**config.mk**
```make
export PLATFORM = sky130hd
export DESIGN_NAME = demux_stream_flat
export DESIGN_NICKNAME = d
export VERILOG_FILES = /design/src/rtl/demux_stream_pkg.sv /design/src/rtl/demux_stream_if.sv /design/src/rtl/demux_stream_slot.sv /design/src/rtl/demux_stream.sv /design/src/flat_wrapper.sv
export SDC_FILE = /design/constraint.sdc
export NUM_CORES = 1
export LEC_CHECK = 0
export ABC_AREA = 0
export BUFFER_PORTS_ARGS = -buffer_cell sky130_fd_sc_hd__buf_2
export CAP_MARGIN = 20
export CORE_MARGIN = 4
export CORE_UTILIZATION = 45
export DETAILED_ROUTE_END_ITERATION = 10
export PLACE_DENSITY = 0.76
export SKIP_CTS_REPAIR_TIMING = 1
export SYNTH_ARGS = -nofsm -noshare
export SYNTH_HDL_FRONTEND = slang
export SYNTH_SLANG_ARGS = --single-unit
```
**constraint.sdc**
```tcl
create_clock -name clk -period 11.3 [get_ports clk]
set_clock_uncertainty 0.1 [all_clocks]
set_input_delay 0 -clock clk [delete_from_list [all_inputs] [get_ports clk]]
set_output_delay 0 -clock clk [all_outputs]
set_load 0.02 [all_outputs]
```
**src/rtl/demux_stream_pkg.sv**
```systemverilog
// ============================================================================
// Module : demux_stream_pkg
// Brief  : Shared defaults and channel-slice helper for the stream demux/mux.
// Rev    : 1.0  initial release
// ============================================================================
`default_nettype none

package demux_stream_pkg;

  localparam int BUS_SIZE_DEF   = 32;
  localparam int DROP_WIDTH_DEF = 8;

  // LSB of channel k inside a flattened CHANNELS*width bus
  function automatic int chan_lsb(input int k, input int width);
    return k * width;
  endfunction

endpackage

`default_nettype wire

```
**src/rtl/demux_stream_if.sv**
```systemverilog
// ============================================================================
// Module : demux_stream_if
// Brief  : Input stream plus per-channel output handshake of the demux.
// Rev    : 1.0  initial release
// ============================================================================
`default_nettype none

interface demux_stream_if
  import demux_stream_pkg::*;
#(
  parameter int CHANNELS  = 4,
  parameter int BUS_SIZE  = BUS_SIZE_DEF,
  parameter int SEL_WIDTH = $clog2(CHANNELS)
);

  logic                         in_valid;
  logic                         in_ready;
  logic [SEL_WIDTH-1:0]         in_selector;
  logic [BUS_SIZE-1:0]          in_data;
  logic [CHANNELS-1:0]          out_valid;
  logic [CHANNELS-1:0]          out_ready;
  logic [CHANNELS*BUS_SIZE-1:0] out_data;

  modport master (
    output in_valid, in_selector, in_data, out_ready,
    input  in_ready, out_valid, out_data
  );

  modport slave (
    input  in_valid, in_selector, in_data, out_ready,
    output in_ready, out_valid, out_data
  );

endinterface

`default_nettype wire

```
**src/rtl/demux_stream_slot.sv**
```systemverilog
// ============================================================================
// Module : demux_slot
// Brief  : One-entry holding register with fill/drain for a demux channel.
// Rev    : 1.0  initial release
// ============================================================================
`default_nettype none

module demux_slot #(
  parameter int BUS_SIZE = 32
) (
  input  wire logic                clk,
  input  wire logic                reset,
  input  wire logic                fill,
  input  wire logic                drain,
  input  wire logic [BUS_SIZE-1:0] fill_data,
  output logic                     valid,
  output logic [BUS_SIZE-1:0]      data
);

  logic                r_valid;
  logic [BUS_SIZE-1:0] r_data;

  // A fill on the same edge as a drain wins, so the slot never bubbles
  always_ff @(posedge clk or posedge reset) begin
    if (reset) begin
      r_valid <= 1'b0;
      r_data  <= '0;
    end else if (fill) begin
      r_valid <= 1'b1;
      r_data  <= fill_data;
    end else if (drain) begin
      r_valid <= 1'b0;
    end
  end

  assign valid = r_valid;
  assign data  = r_data;

endmodule

`default_nettype wire

```
**src/rtl/demux_stream.sv**
```systemverilog
// ============================================================================
// Module : demux_stream
// Brief  : Registered 1-to-N stream demultiplexer with per-channel slots.
// Rev    : 1.0  initial release
// ============================================================================
`default_nettype none

module demux_stream
  import demux_stream_pkg::*;
#(
  parameter int CHANNELS   = 4,
  parameter int BUS_SIZE   = BUS_SIZE_DEF,
  parameter int DROP_WIDTH = DROP_WIDTH_DEF
) (
  input  wire logic              clk,
  input  wire logic              reset,
  demux_stream_if.slave          bus,
  output logic                   busy,
  output logic [DROP_WIDTH-1:0]  drop_count
);

  localparam int                 SEL_WIDTH  = $clog2(CHANNELS);
  localparam logic [SEL_WIDTH:0] c_channels = CHANNELS[SEL_WIDTH:0];

  logic                  w_in_range;
  logic                  w_target_free;
  logic                  w_accept;
  logic [CHANNELS-1:0]   w_sel_hot;
  logic [CHANNELS-1:0]   w_slot_free;
  logic [CHANNELS-1:0]   w_fill;
  logic [CHANNELS-1:0]   w_drain;
  logic [CHANNELS-1:0]   w_valid;
  logic [DROP_WIDTH-1:0] r_drop_count;

  always_comb begin
    w_sel_hot = '0;
    for (int k = 0; k < CHANNELS; k++) begin
      w_sel_hot[k] = (bus.in_selector == SEL_WIDTH'(k));
    end
  end

  // Constant-true when CHANNELS is a power of two
  assign w_in_range    = ({1'b0, bus.in_selector} < c_channels);
  assign w_slot_free   = ~w_valid | bus.out_ready;
  assign w_target_free = |(w_sel_hot & w_slot_free);
  assign bus.in_ready  = !reset && (w_in_range ? w_target_free : 1'b1);
  assign w_accept      = bus.in_valid && bus.in_ready;
  assign w_fill        = {CHANNELS{w_accept}} & w_sel_hot;
  assign w_drain       = w_valid & bus.out_ready;

  for (genvar k = 0; k < CHANNELS; k++) begin : g_slot
    demux_slot #(
      .BUS_SIZE (BUS_SIZE)
    ) u_slot (
      .clk       (clk),
      .reset     (reset),
      .fill      (w_fill[k]),
      .drain     (w_drain[k]),
      .fill_data (bus.in_data),
      .valid     (w_valid[k]),
      .data      (bus.out_data[chan_lsb(k, BUS_SIZE) +: BUS_SIZE])
    );
  end

  always_ff @(posedge clk or posedge reset) begin
    if (reset) begin
      r_drop_count <= '0;
    end else if (w_accept && !w_in_range && (r_drop_count != '1)) begin
      r_drop_count <= r_drop_count + DROP_WIDTH'(1);
    end
  end

  assign bus.out_valid = w_valid;
  assign busy          = |w_valid;
  assign drop_count    = r_drop_count;

endmodule

`default_nettype wire

```
**src/flat_wrapper.sv**
```systemverilog
// flat-port wrapper written by rule: the top's interface ports become plain ports
module demux_stream_flat import demux_stream_pkg::*;
#(
  parameter int CHANNELS   = 4,
  parameter int BUS_SIZE   = BUS_SIZE_DEF,
  parameter int DROP_WIDTH = DROP_WIDTH_DEF
)
  (clk, reset, busy, drop_count, bus_in_valid, bus_in_selector, bus_in_data, bus_out_ready, bus_in_ready, bus_out_valid, bus_out_data);
  demux_stream_if #(.CHANNELS(CHANNELS), .BUS_SIZE(BUS_SIZE)) bus_i ();
  input  wire logic clk;
  input  wire logic reset;
  output logic busy;
  output logic [DROP_WIDTH-1:0] drop_count;
  input wire logic [$bits(bus_i.in_valid)-1:0] bus_in_valid;
  input wire logic [$bits(bus_i.in_selector)-1:0] bus_in_selector;
  input wire logic [$bits(bus_i.in_data)-1:0] bus_in_data;
  input wire logic [$bits(bus_i.out_ready)-1:0] bus_out_ready;
  output wire logic [$bits(bus_i.in_ready)-1:0] bus_in_ready;
  output wire logic [$bits(bus_i.out_valid)-1:0] bus_out_valid;
  output wire logic [$bits(bus_i.out_data)-1:0] bus_out_data;
  assign bus_i.in_valid = bus_in_valid;
  assign bus_i.in_selector = bus_in_selector;
  assign bus_i.in_data = bus_in_data;
  assign bus_i.out_ready = bus_out_ready;
  assign bus_in_ready = bus_i.in_ready;
  assign bus_out_valid = bus_i.out_valid;
  assign bus_out_data = bus_i.out_data;
  demux_stream #(.CHANNELS(CHANNELS), .BUS_SIZE(BUS_SIZE), .DROP_WIDTH(DROP_WIDTH)) u_core (.clk(clk), .reset(reset), .bus(bus_i), .busy(busy), .drop_count(drop_count));
endmodule
```
* Word level (Yosys, flattened, before mapping)
Cells that the tools add are included.
** Storage, ports and cells
- Bits in registers :: 132
- Bits in latches :: 0
- RAM bits :: 0
- Memory bits (read-only) :: 0
- Bits of input ports :: 41
- Output and inout bits :: 142
- Logic and storage cells :: 34
- Memories kept :: 0
** Operators by class
- Add/subtract/negate cells :: 0
- Multipliers :: 0
- Div/mod/pow operators :: 0
- $lt $le $gt $ge :: 0
- Equal/unequal tests :: 3
- Shift-type cells :: 0
- Muxes and demuxes :: 8
- Bitwise operators :: 5
- Reduce and logical (&&, ||, !) cells :: 10
** Operators by type and width (number)
- $and 4x4->4 :: 3
- $mux 1 :: 8
- $reduce_bool 2->1 :: 4
- $reduce_or 4->1 :: 2
- $eq 2x2->1 const B :: 2
- $not 4->4 :: 1
- $or 4x4->4 :: 1
- $eq 2x1->1 const B :: 1
- $logic_and 1x1->1 :: 2
- $logic_not 2->1 :: 1
- $logic_not 1->1 :: 1

* Logic depth before layout (Yosys ltp)
- Depth in word-level cells :: 8
- Mapped depth :: 5
- Mapped depth without buffers :: 3

* By module
From an unflattened synthesis, not the netlist that was laid out.
** Second synthesis, totals
- Cell total of the unflattened synthesis :: 320
- Area, all modules :: 5734.2 um^2
** Modules (own cells, without submodules)
- demux_slot :: instances 4, cells an instance 72, area an instance 1381.3 um^2, sequential area each 825.8 um^2
- demux_stream :: instances 1, cells an instance 32, area an instance 209.0 um^2, sequential area each 0.0 um^2

* Worst setup path after synthesis
No wires, ideal clock.
- Path kind :: reg2reg
- Start :: register u_core.g_slot[2].u_slot.r_valid
- End :: register u_core.g_slot[2].u_slot.r_data[0]
- Library setup time :: 0.125 ns
- Arrival time :: 1.414 ns
- Data required time :: 11.075 ns
- Setup slack :: 9.661 ns
- Stages on the path, launching flop included :: 6
- Path buffers :: 2
- Clock period less this slack :: 1.639 ns
- Path through :: dfrtp_1 > nor2b_1 > or3_1 > buf_2 > buf_6 > mux2_4
** Between the ends
- Cells in the longest elaborated chain, start to end :: 7
** Ends and longest elaborated chain
- start, declared :: line demux_stream_slot.sv:20 : logic r_valid;
- start signal, assigned :: line demux_stream_slot.sv:26 : r_valid <= 1'b0;
- start signal, assigned :: line demux_stream_slot.sv:29 : r_valid <= 1'b1;
- start signal, assigned :: line demux_stream_slot.sv:32 : r_valid <= 1'b0;
- $not 4->4 :: line demux_stream.sv:44 : assign w_slot_free = ~w_valid | bus.out_ready;
- $or 4x4->4 :: line demux_stream.sv:44
- $and 4x4->4 :: line demux_stream.sv:45 : assign w_target_free = |(w_sel_hot & w_slot_free);
- $reduce_or 4->1 :: line demux_stream.sv:45
- $logic_and 1x1->1 :: line demux_stream.sv:46 : assign bus.in_ready = !reset && (w_in_range ? w_target_free : 1'b1);
- $logic_and 1x1->1 :: line demux_stream.sv:47 : assign w_accept = bus.in_valid && bus.in_ready;
- $and 4x4->4 :: line demux_stream.sv:48 : assign w_fill = {CHANNELS{w_accept}} & w_sel_hot;
- end signal, assigned :: line demux_stream_slot.sv:30 : r_data <= fill_data;
- end, declared :: line demux_stream_slot.sv:21 : logic [BUS_SIZE-1:0] r_data;
Every way passes these cells.
A chain may end at the register's enable or synchronous reset.

* Final worst setup path
- Start :: input port bus_in_selector[1]
- End :: register u_core.g_slot[1].u_slot.r_data[27]
** Between the ends
- Cells in the longest elaborated chain, start to end :: 6
- Elaborated cells between the ends (all ways) :: 9
- Classes of those cells :: 3 x eq/ne; 2 x bitwise; 4 x reduce/logical
** Ends and longest elaborated chain
- start, declared :: line flat_wrapper.sv:15 : input wire logic [$bits(bus_i.in_selector)-1:0] bus_in_selector;
- $eq 2x1->1, or another cell as far along :: line demux_stream.sv:38 : w_sel_hot[k] = (bus.in_selector == SEL_WIDTH'(k));
- $and 4x4->4 :: line demux_stream.sv:45
- $reduce_or 4->1 :: line demux_stream.sv:45
- $logic_and 1x1->1 :: line demux_stream.sv:46
- $logic_and 1x1->1 :: line demux_stream.sv:47
- $and 4x4->4 * :: line demux_stream.sv:48
- end signal, assigned :: line demux_stream_slot.sv:30
- end, declared :: line demux_stream_slot.sv:21
Mark *: on every way between the ends. The rest lies on a longest branch, timed or not.

==> flow_metrics.tcl <==
set metrics [dict create \
    outcome "complete, no violations" \
    synth.distinct_cells 25 \
    worst-setup-path-type "in2reg" \
    finalWirelength_mm 12.0 \
    io_buffers 174 \
    dr_total_vias 3348 \
    synth_compound_area_frac 0.00673 \
    pre_cts_slack_ns 9.09 \
    wire_per_inst_um 17.5 \
    drtIter0Drc 192 \
    layout.core_utilization 0.623 \
    critPathArrivalTime_ns 2.34 \
    min_period_ns 2.15 \
    grt_pass1_vias 3388 \
    period_share 0.190 \
    reg2reg_to "u_core.g_slot[0].u_slot.data[6]" \
    seq_area_frac_synth 0.635 \
    post_synth.cell_area_avg_sq_um 16.6 \
    worst_slew_pin_slew_ns 0.986 \
    final_max_slew_viol_count 0 \
    relSlewSlack 0.342 \
    total_power_uw 1520 \
    grtUsageTotal 0.177 \
    cts_num_sinks 132 \
    required_ns 11.49 \
    firstDrtPassIters 4 \
    dp_hpwl_mm 7.74 \
    tns_ns 0 \
    synth_top_area_share 0.635 \
    timing.rr.start "u_core.g_slot[0].u_slot.valid" \
    overflow 0 \
    place_congestion 0.768 \
    drive_above_1_share 0.613 \
    setup_violations 0 \
    yosys_register_bits 132 \
    synth.top_cells.by_area "dfrtp_1, mux2_2, mux2_4" \
    place_inst 614 \
    yosys_warnings 0 \
    synthMuxAreaShare 0.299 \
    drtAntennaViolNets 0 \
    ys_top_cells_by_count "dfrtp_1, mux2_2, mux2_4" \
    grt_pass1_wl_mm 18.1 \
    syn_area_sq_um 5200 \
    startpoint_type "primary input" \
    viasPerCell 4.88 \
    combPwrFrac 0.267 \
    nets 573 \
    synth_simple_gate_area_share 0.0243 \
    end_kind "flop" \
    switching_share 0.310 \
    max_freq_mhz 465 \
    p_per_area_nw_per_um2 215 \
    ir_worst_vdd_mv 0.144 \
    pwr-share-clk 0.318 \
    synth-edff-count 0 \
    initial_core_util 0.458 \
    synth_top_area_cell "dfrtp_1" \
    path_max_fanout 17 \
    reg2reg_depth 3 \
    power.internal_uw 1050 \
    antenna_cells 0 \
    rrSetupSlack_ns 9.17 \
    root_buffer "clkbuf_16" \
    syn_to_final_growth_pct 36.0 \
    p_leak_uw 0.00354 \
    synth_fa_ha_area_frac 0 \
    hp-class "in2async" \
    io_pins 183 \
    numCtsBuffers 17 \
    finalHoldViolations 0 \
    drc 0 \
    fp.dieH_um 116 \
    final.setup.worst_slack_ns 9.15 \
    cts_tree "built" \
    rsz0062_at_grt "no" \
    clkTransAtPathRegs_ns 0.05 \
    die-area_sq_um 13400 \
    clockBufferDepth 2 \
    netlist_instances 313 \
    worstSkewPairLatency_ns 0.41 \
    antenna_found_initial 0 \
    synth_top_family_by_area "multiplexers" \
    switchingPower_uw 472 \
    synth_ff_type "dfrtp_1" \
    drv_cap 0 \
    synthMostInstantiatedCell "dfrtp_1" \
    grt_max_degree 68 \
    h-tree-depth 4 \
    placementRows 39 \
    p_seq_frac 0.415 \
    synth-xor-area-share 0 \
    layout.cells.non_filler 686 \
    synthArstFlopShare 1.00 \
    core_area_sq_um 11400 \
    die_x_um 116 \
]
area by class of cell:
type,instances,area (sq um)
clock inverter,7,60.1
tap,143,179
clock buffer,23,448
fill,834,4290
sequential,132,3300
multi-input combinational,161,1760
timing repair buffer,219,1320
inverter,1,6.26
cells in the final DEF (no fill, tap or decap):
cell           netlist  routed
a21boi_0             1       1
buf_12               0       1
buf_2               11     174
buf_4               12       3
bufinv_16            0       1
clkbuf_1             0       6
clkbuf_16            0      17
clkinv_2             0       6
conb_1               1       8
dfrtp_1            132     132
dlygate4sd3_1        0      41
inv_4                0       1
mux2_1               2       2
mux2_2              96      96
mux2_4              30      30
nand2_1              1       1
nand2b_1             4       4
nand3_2              0       1
nand3b_1             3       3
nor2_1               2       2
nor2b_1              3       3
nor3_1               1       1
nor3_4               0       1
nor4_1               1       1
o21ai_0              1       1
o21bai_1             2       2
o31ai_1              1       1
or3_2                0       1
or3b_2               1       1
or4_1                1       1
worst max path at each step:
stage                                  start                               end
3_3_place_gp   u_core.g_slot[2].u_slot.valid  u_core.g_slot[2].u_slot.data[12]
3_5_place_dp   u_core.g_slot[2].u_slot.valid   u_core.g_slot[2].u_slot.data[0]
2_1_floorplan                          reset   u_core.g_slot[0].u_slot.data[0]
5_1_grt                   bus_in_selector[1]  u_core.g_slot[1].u_slot.data[19]
4_1_cts        u_core.g_slot[2].u_slot.valid  u_core.g_slot[2].u_slot.data[29]
6_report                  bus_in_selector[1]  u_core.g_slot[1].u_slot.data[27]
flip-flops by register name, summed over array words and instances (netlist names):
| register | flops |
|---|---|
| u_core.g_slot.u_slot.valid | 4 |
| u_core.g_slot.u_slot.data | 128 |
per-layer routing:
metal | vias to the layer above | GRT usage | share of wire
met4 | 0 | 0.0657 | 0.018
met2 | 135 | 0.276 | 0.48
li1 | 1514 | - | -
met5 | - | 0 | 0
met1 | 1679 | 0.224 | 0.42
met3 | 20 | 0.0700 | 0.083
power groups by stage:
stage | Clock [uW] | Sequential (uW) | Combinational, uW
after floorplan | 0 | 761 | 126
after global placement | 0 | 633 | 393
after detailed placement | 0 | 636 | 400
after CTS | 493 | 631 | 401
after global routing | 515 | 643 | 436
final | 483 | 631 | 407
logic make-up (layout without fill, tap and decap cells):
| group | count (synthesis) | count (layout) |
|---|---|---|
| multiplexers | 128 | 128 |
| AO/OA/AOI/OAI | 5 | 5 |
| flip-flops | 132 | 132 |
| AND/OR/NAND/NOR | 20 | 20 |
| other | 1 | 8 |
| buffers and inverters | 27 | 250 |
critical path, stage by stage:
cell	delay [ns]
dlygate4sd3_1	0.56
buf_2	0.17
nand2b_1	0.17
nand3b_1	0.66
buf_4	0.47
mux2_2	0.30
through the flow:
step | hold WS, ns | cell area [sq um]
6_report | 0.231 | 7080
3_3_place_gp | 0.135 | 6140
3_5_place_dp | 0.138 | 6140
5_1_grt | 0.306 | 7080
4_1_cts | -0.299 | 6650
2_1_floorplan | -0.0105 | 5230
No activity file was read; power rests on OpenSTA's default activity.
